**src/rtl/hit_judge.sv**
```systemverilog
// hit_judge: once per frame, sweeps the enemy-bullet pool against the player hitbox.
// It also tracks boss HP, and it drives the collision pulse and the die level for the game-flow FSM.
module hit_judge #(
    parameter int N_BULLET = 32,
    parameter int AW       = 5,
    parameter int CW       = 10,
    parameter int HIT_R    = 4,
    parameter int BOSS_HP  = 100,
    parameter int BOMB_DMG = 2
) (
    input  logic          clk,
    input  logic          hard_reset,
    input  logic          frame_tick,
    input  logic [3:0]    game_state,
    input  logic          game_en,
    input  logic          game_reset,
    input  logic [CW-1:0] player_x,
    input  logic [CW-1:0] player_y,
    input  logic          shot_hit,
    output logic          eb_rd,
    output logic [AW-1:0] eb_addr,
    input  logic          eb_active,
    input  logic [CW-1:0] eb_x,
    input  logic [CW-1:0] eb_y,
    output logic          collision,
    output logic          die,
    output logic [7:0]    boss_hp,
    output logic [AW-1:0] hit_index,
    output logic          scan_busy,
    output logic          scan_overrun
);

    localparam logic [1:0] S_IDLE   = 2'd0;
    localparam logic [1:0] S_SCAN   = 2'd1;
    localparam logic [1:0] S_DRAIN  = 2'd2;
    localparam logic [1:0] S_REPORT = 2'd3;

    localparam logic [3:0] ST_PLAY = 4'b0010;
    localparam logic [3:0] ST_COLL = 4'b1010;
    localparam logic [3:0] ST_BOMB = 4'b0110;

    // Unsigned distance: the larger value minus the smaller, so no wrap can occur.
    function automatic logic [CW-1:0] abs_diff(input logic [CW-1:0] a, input logic [CW-1:0] b);
        if (a > b) begin
            return a - b;
        end else begin
            return b - a;
        end
    endfunction

    logic [1:0]    state_r;
    logic          hit_r;
    logic [AW-1:0] idx_r;
    logic          rd_d_r;
    logic [AW-1:0] addr_d_r;

    logic [CW-1:0] dx_s;
    logic [CW-1:0] dy_s;
    logic          cur_hit_s;
    logic          hit_any_s;
    logic [AW-1:0] idx_final_s;
    logic          start_s;
    logic          shot_ok_s;
    logic          bomb_tick_s;
    logic [8:0]    dmg_s;
    logic [7:0]    hp_next_s;

    // Hit test on the datum returned for the previous read.
    // The DRAIN-cycle datum is folded in directly via hit_any_s.
    always_comb begin
        dx_s = abs_diff(eb_x, player_x);
        dy_s = abs_diff(eb_y, player_y);
        if (rd_d_r && eb_active && (dx_s <= CW'(HIT_R)) && (dy_s <= CW'(HIT_R))) begin
            cur_hit_s = 1'b1;
        end else begin
            cur_hit_s = 1'b0;
        end
        hit_any_s = hit_r | cur_hit_s;
        if (hit_r) begin
            idx_final_s = idx_r;
        end else begin
            idx_final_s = addr_d_r;
        end
    end

    // Scan start qualification and boss damage for this cycle, saturating at zero.
    always_comb begin
        start_s     = frame_tick && game_en && (state_r == S_IDLE);
        shot_ok_s   = shot_hit && game_en && !die &&
                      ((game_state == ST_PLAY) || (game_state == ST_COLL) || (game_state == ST_BOMB));
        bomb_tick_s = frame_tick && game_en && !die && (game_state == ST_BOMB);
        if (bomb_tick_s) begin
            dmg_s = {8'd0, shot_ok_s} + 9'(BOMB_DMG);
        end else begin
            dmg_s = {8'd0, shot_ok_s};
        end
        if ({1'b0, boss_hp} > dmg_s) begin
            hp_next_s = boss_hp - dmg_s[7:0];
        end else begin
            hp_next_s = 8'd0;
        end
    end

    // Scan FSM: read sweep, hit accumulation and the end-of-scan report.
    always_ff @(posedge clk or posedge hard_reset) begin
        if (hard_reset) begin
            state_r      <= S_IDLE;
            eb_rd        <= 1'b0;
            eb_addr      <= '0;
            collision    <= 1'b0;
            hit_index    <= '0;
            scan_busy    <= 1'b0;
            scan_overrun <= 1'b0;
            hit_r        <= 1'b0;
            idx_r        <= '0;
            rd_d_r       <= 1'b0;
            addr_d_r     <= '0;
        end else if (game_reset) begin
            state_r      <= S_IDLE;
            eb_rd        <= 1'b0;
            eb_addr      <= '0;
            collision    <= 1'b0;
            hit_index    <= '0;
            scan_busy    <= 1'b0;
            scan_overrun <= 1'b0;
            hit_r        <= 1'b0;
            idx_r        <= '0;
            rd_d_r       <= 1'b0;
            addr_d_r     <= '0;
        end else begin
            rd_d_r    <= eb_rd;
            addr_d_r  <= eb_addr;
            collision <= 1'b0;
            if (frame_tick && game_en && scan_busy) begin
                scan_overrun <= 1'b1;
            end
            if (cur_hit_s && !hit_r) begin
                hit_r <= 1'b1;
                idx_r <= addr_d_r;
            end
            case (state_r)
                S_IDLE: begin
                    if (start_s) begin
                        state_r   <= S_SCAN;
                        eb_rd     <= 1'b1;
                        eb_addr   <= '0;
                        scan_busy <= 1'b1;
                        hit_r     <= 1'b0;
                        idx_r     <= '0;
                    end
                end
                S_SCAN: begin
                    if (eb_addr == AW'(N_BULLET - 1)) begin
                        state_r <= S_DRAIN;
                        eb_rd   <= 1'b0;
                    end else begin
                        eb_addr <= eb_addr + AW'(1);
                    end
                end
                S_DRAIN: begin
                    // Decision is registered here so collision is high during REPORT.
                    state_r   <= S_REPORT;
                    collision <= hit_any_s && (game_state == ST_PLAY) && game_en && !die;
                    if (hit_any_s) begin
                        hit_index <= idx_final_s;
                    end
                end
                S_REPORT: begin
                    state_r   <= S_IDLE;
                    scan_busy <= 1'b0;
                end
                default: begin
                    state_r   <= S_IDLE;
                    eb_rd     <= 1'b0;
                    scan_busy <= 1'b0;
                end
            endcase
        end
    end

    // Boss HP and the sticky die level.
    always_ff @(posedge clk or posedge hard_reset) begin
        if (hard_reset) begin
            boss_hp <= 8'(BOSS_HP);
            die     <= 1'b0;
        end else if (game_reset) begin
            boss_hp <= 8'(BOSS_HP);
            die     <= 1'b0;
        end else begin
            boss_hp <= hp_next_s;
            die     <= die | (boss_hp == 8'd0);
        end
    end

endmodule

```
**config.mk**
```make
export PLATFORM = sky130hd
export DESIGN_NAME = hit_judge
export DESIGN_NICKNAME = d
export VERILOG_FILES = /design/src/rtl/hit_judge.sv
export SDC_FILE = /design/constraint.sdc
export NUM_CORES = 1
export LEC_CHECK = 0
export CORE_MARGIN = 3
export CORE_UTILIZATION = 48
export DETAILED_ROUTE_END_ITERATION = 6
export PLACE_DENSITY = 0.8
export SLEW_MARGIN = 20
export SYNTH_ARGS = -nofsm -noshare
export SYNTH_HDL_FRONTEND = slang
export SYNTH_SLANG_ARGS = --single-unit
```
**constraint.sdc**
```tcl
create_clock -name clk -period 2.1 [get_ports clk]
set_input_delay 0.63 -clock clk [delete_from_list [all_inputs] [get_ports clk]]
set_output_delay 0.63 -clock clk [all_outputs]
set_load 0.01 [all_outputs]
```
==> results by group <==
Run status
  • Status: finished with violations
  • Violated checks: negative setup slack

Synthesis
  • Synthesized area: 3700 sq um
  • Seq cells post-synth: 37
  • Mean Syn Cell Area: 8.31 sq um
  • Top FF cell, synth: dfrtp_1
  • Post-synth EDFFs: 0
  • Syn. warnings: 0
  • Count of different cell masters after synthesis: 62
  • FFs w/ async S/R, synth: 100%
  • Synth Net Count: 544
  • Sequential area share after synthesis: 25.1%
  • Cells after synthesis: 446

Timing
  • Period utilization: 150%
  • Worst-Margin Slew: 0.566 ns
  • Fin Hold WS: 0.528 ns
  • Final hold violations: 0
  • Max Slew Vio Count: 0
  • Fmax: 0.317 GHz
  • RSZ-0062 raised after global routing: true
  • Final setup violation count: 19
  • Clk_skew: 0.00831 ns
  • Shortest period the worst path allows: 3.16 ns
  • Setup slack after layout: -1.06 ns
  • Headroom to the max-slew limit: 62.2%

Detailed routing
  • DRC viols: 0
  • Total Wirelength: 12600 um
  • Total number of vias: 4167
  • Final ANT Viol Nets: 0
  • Drt pass-1 iters: 7
  • DR vias/cell: 5.63
  • 1st-iter DRT viols: 198
  • Average wire per standard cell: 17.1 um

Setup path
  • Critical Path Source Type: input port
  • CP endpoint kind: flop
  • Data required time at the worst endpoint: 2.30 ns
  • Crit-path max FO: 8
  • Critical path class: in2reg
  • Arr. time, crit path: 3.35 ns

Job
  • Total of max-cap violations: 0

Finish
  • Multi-input logic area: 3150 sq um
  • Fill cells: 434
  • Share of cells above drive strength 1: 46.8%
  • Commonest non-fill, non-tap cell in the layout: buf_4
  • Area growth syn-to-layout: 67.5%
  • Count of non-filler cells in the finished layout: 740
  • Most frequent cells in the layout: 120 x buf_4, 32 x dfrtp_1, 30 x inv_1
  • Storage element area: 932 sq um
  • Finished layout cell area: 6210 sq um
  • ANT cells: 0
  • Net total in the final layout: 738

Clock network
  • CTS tree: built
  • Clock transition at path regs: 0.07 ns
  • Worst skew pair latency: 0.30 ns
  • Clock Tree Buf Depth: 2
  • CTS buffer count: 5
  • Root buf cell: clkbuf_8
  • Clock sinks: 37
  • H-tree depth: 2
  • Hold Buf Count CTS: 0

Placed design
  • Placed cell area: 5450 sq um
  • Buffers on Ports: 73
  • Post-DP HPWL: 8900 um
  • DP Cell Count: 693
  • Place WS: -1.81 ns
  • Routability Congestion: 0.863

Floorplanning
  • Number of core rows: 31
  • Die width: 93.9 um
  • Initial core utilization: 50.3%
  • Core area: 7370 sq um
  • IO Pins: 74
  • Die area: 8810 sq um
  • DIE HEIGHT: 93.9 um

Power and ir drop
  • Pwr dens: 465 nW/um^2
  • Post-layout power: 2880 uW
  • VDD IR max: 641 uV
  • Static leakage: 0.00277 uW

Global routing
  • Largest net degree at the start of global routing: 38
  • First-pass GRT wire length: 20500 um
  • All-Layer GR Usage: 29.0%
  • Initial antenna violation count: 0
  • Grt ovf: 0
  • Vias in the first global route: 4369

Min path
  • HP Class: reg2reg
==> flip-flops by register name, summed over array words and instances, names as in the netlist, 2 cells and up <==
signal and count:
addr_d_r 5, boss_hp 8, eb_addr 5, hit_index 5, idx_r 5, state_r 2
==> power breakdown <==
group / total, uW / internal, uW / switching [uW]
logic: 1570 / 787 / 780
clock network: 523 / 267 / 256
registers: 794 / 754 / 40.3
total: 2880 / 1810 / 1080
==> cell families after synthesis <==
group | count (synthesis) | share of synthesized area, %
and+or+nand+nor | 141 | 21.0
muxes | 12 | 3.31
adders and majority gates | 47 | 16.1
xor gates and xnor gates | 17 | 4.02
DFF | 37 | 25.1
AOI/OAI and AO/OA | 122 | 22.7
buffers and inverters | 70 | 7.80
==> layer usage <==
metal | GRT usage (%) | vias to the layer above | share of wire (%) | routed length, um
li1 | - | 1968 | - | -
met1 | 33.7 | 2025 | 40 | 5060
met2 | 53.6 | 144 | 53 | 6710
met3 | 4.65 | 30 | 4.6 | 586
met4 | 9.51 | 0 | 2.2 | 277
met5 | 0 | - | 0 | 0
==> cell usage after synthesis (all sizes together) (5+ instances only) <==
cell	instances	share of area [%]
nand3	10	1.4
a21oi	36	5.0
nand2	26	2.6
o21ai	21	2.8
xnor2	9	2.1
nand4	6	1.0
ha	46	16
xor2	8	1.9
o21a	5	1.0
o21bai	7	1.4
nor2	35	3.5
dfrtp	34	23
nor3	7	1.1
a211oi	8	1.6
nand2b	14	2.4
a31oi	8	1.4
and3	6	1.0
and2	6	1.0
buf	11	1.8
mux2i	10	2.7
nor2b	10	2.1
inv	54	5.5
==> final cells by class <==
class | count | area share [%]
well taps | 99 | 2.00
clock buffers | 7 | 1.39
inverters | 55 | 3.77
flip-flops and latches | 37 | 15.0
multi-input cells | 339 | 50.8
clock inverters | 1 | 0.121
repair buffers | 202 | 26.9
==> per-stage QoR <==
step                      setup TNS, ns  util [%]
after floorplan                  -10.93         -
after global placement           -25.05      73.9
after detailed placement         -27.33      73.9
after CTS                        -11.29      82.0
after global routing             -14.30      84.2
final                            -12.79      84.2
==> critical path: stages <==
cell      delay (ns)
buf_2           0.12
ha_4            0.24
buf_4           0.13
buf_4           0.14
or2_2           0.28
a21oi_1         0.24
a21oi_2         0.09
a21oi_2         0.18
o21bai_1        0.10
o21a_1          0.19
xnor2_1         0.26
and4_4          0.38
mux2i_1         0.10
a211oi_1        0.27
==> final timing paths <==
kind,startpoint,endpoint,slack (ns),cells past startpoint
max,eb_y[4],hit_index[2],-1.06,14
min,scan_overrun,scan_overrun,0.53,2
max reg2reg,rd_d_r,idx_r[4],-0.41,12
min reg2reg,scan_overrun,scan_overrun,0.53,2
max in group asynchronous,hard_reset,boss_hp[6],1.15,3
min in group asynchronous,hard_reset,die,0.68,3
==> timing repair <==
action,CTS,global route
endpoints found under the setup margin,21,21
buffers inserted,35,6
pin swaps,68,40
gates resized for setup,246,50
No activity file was read; power rests on OpenSTA's default activity.
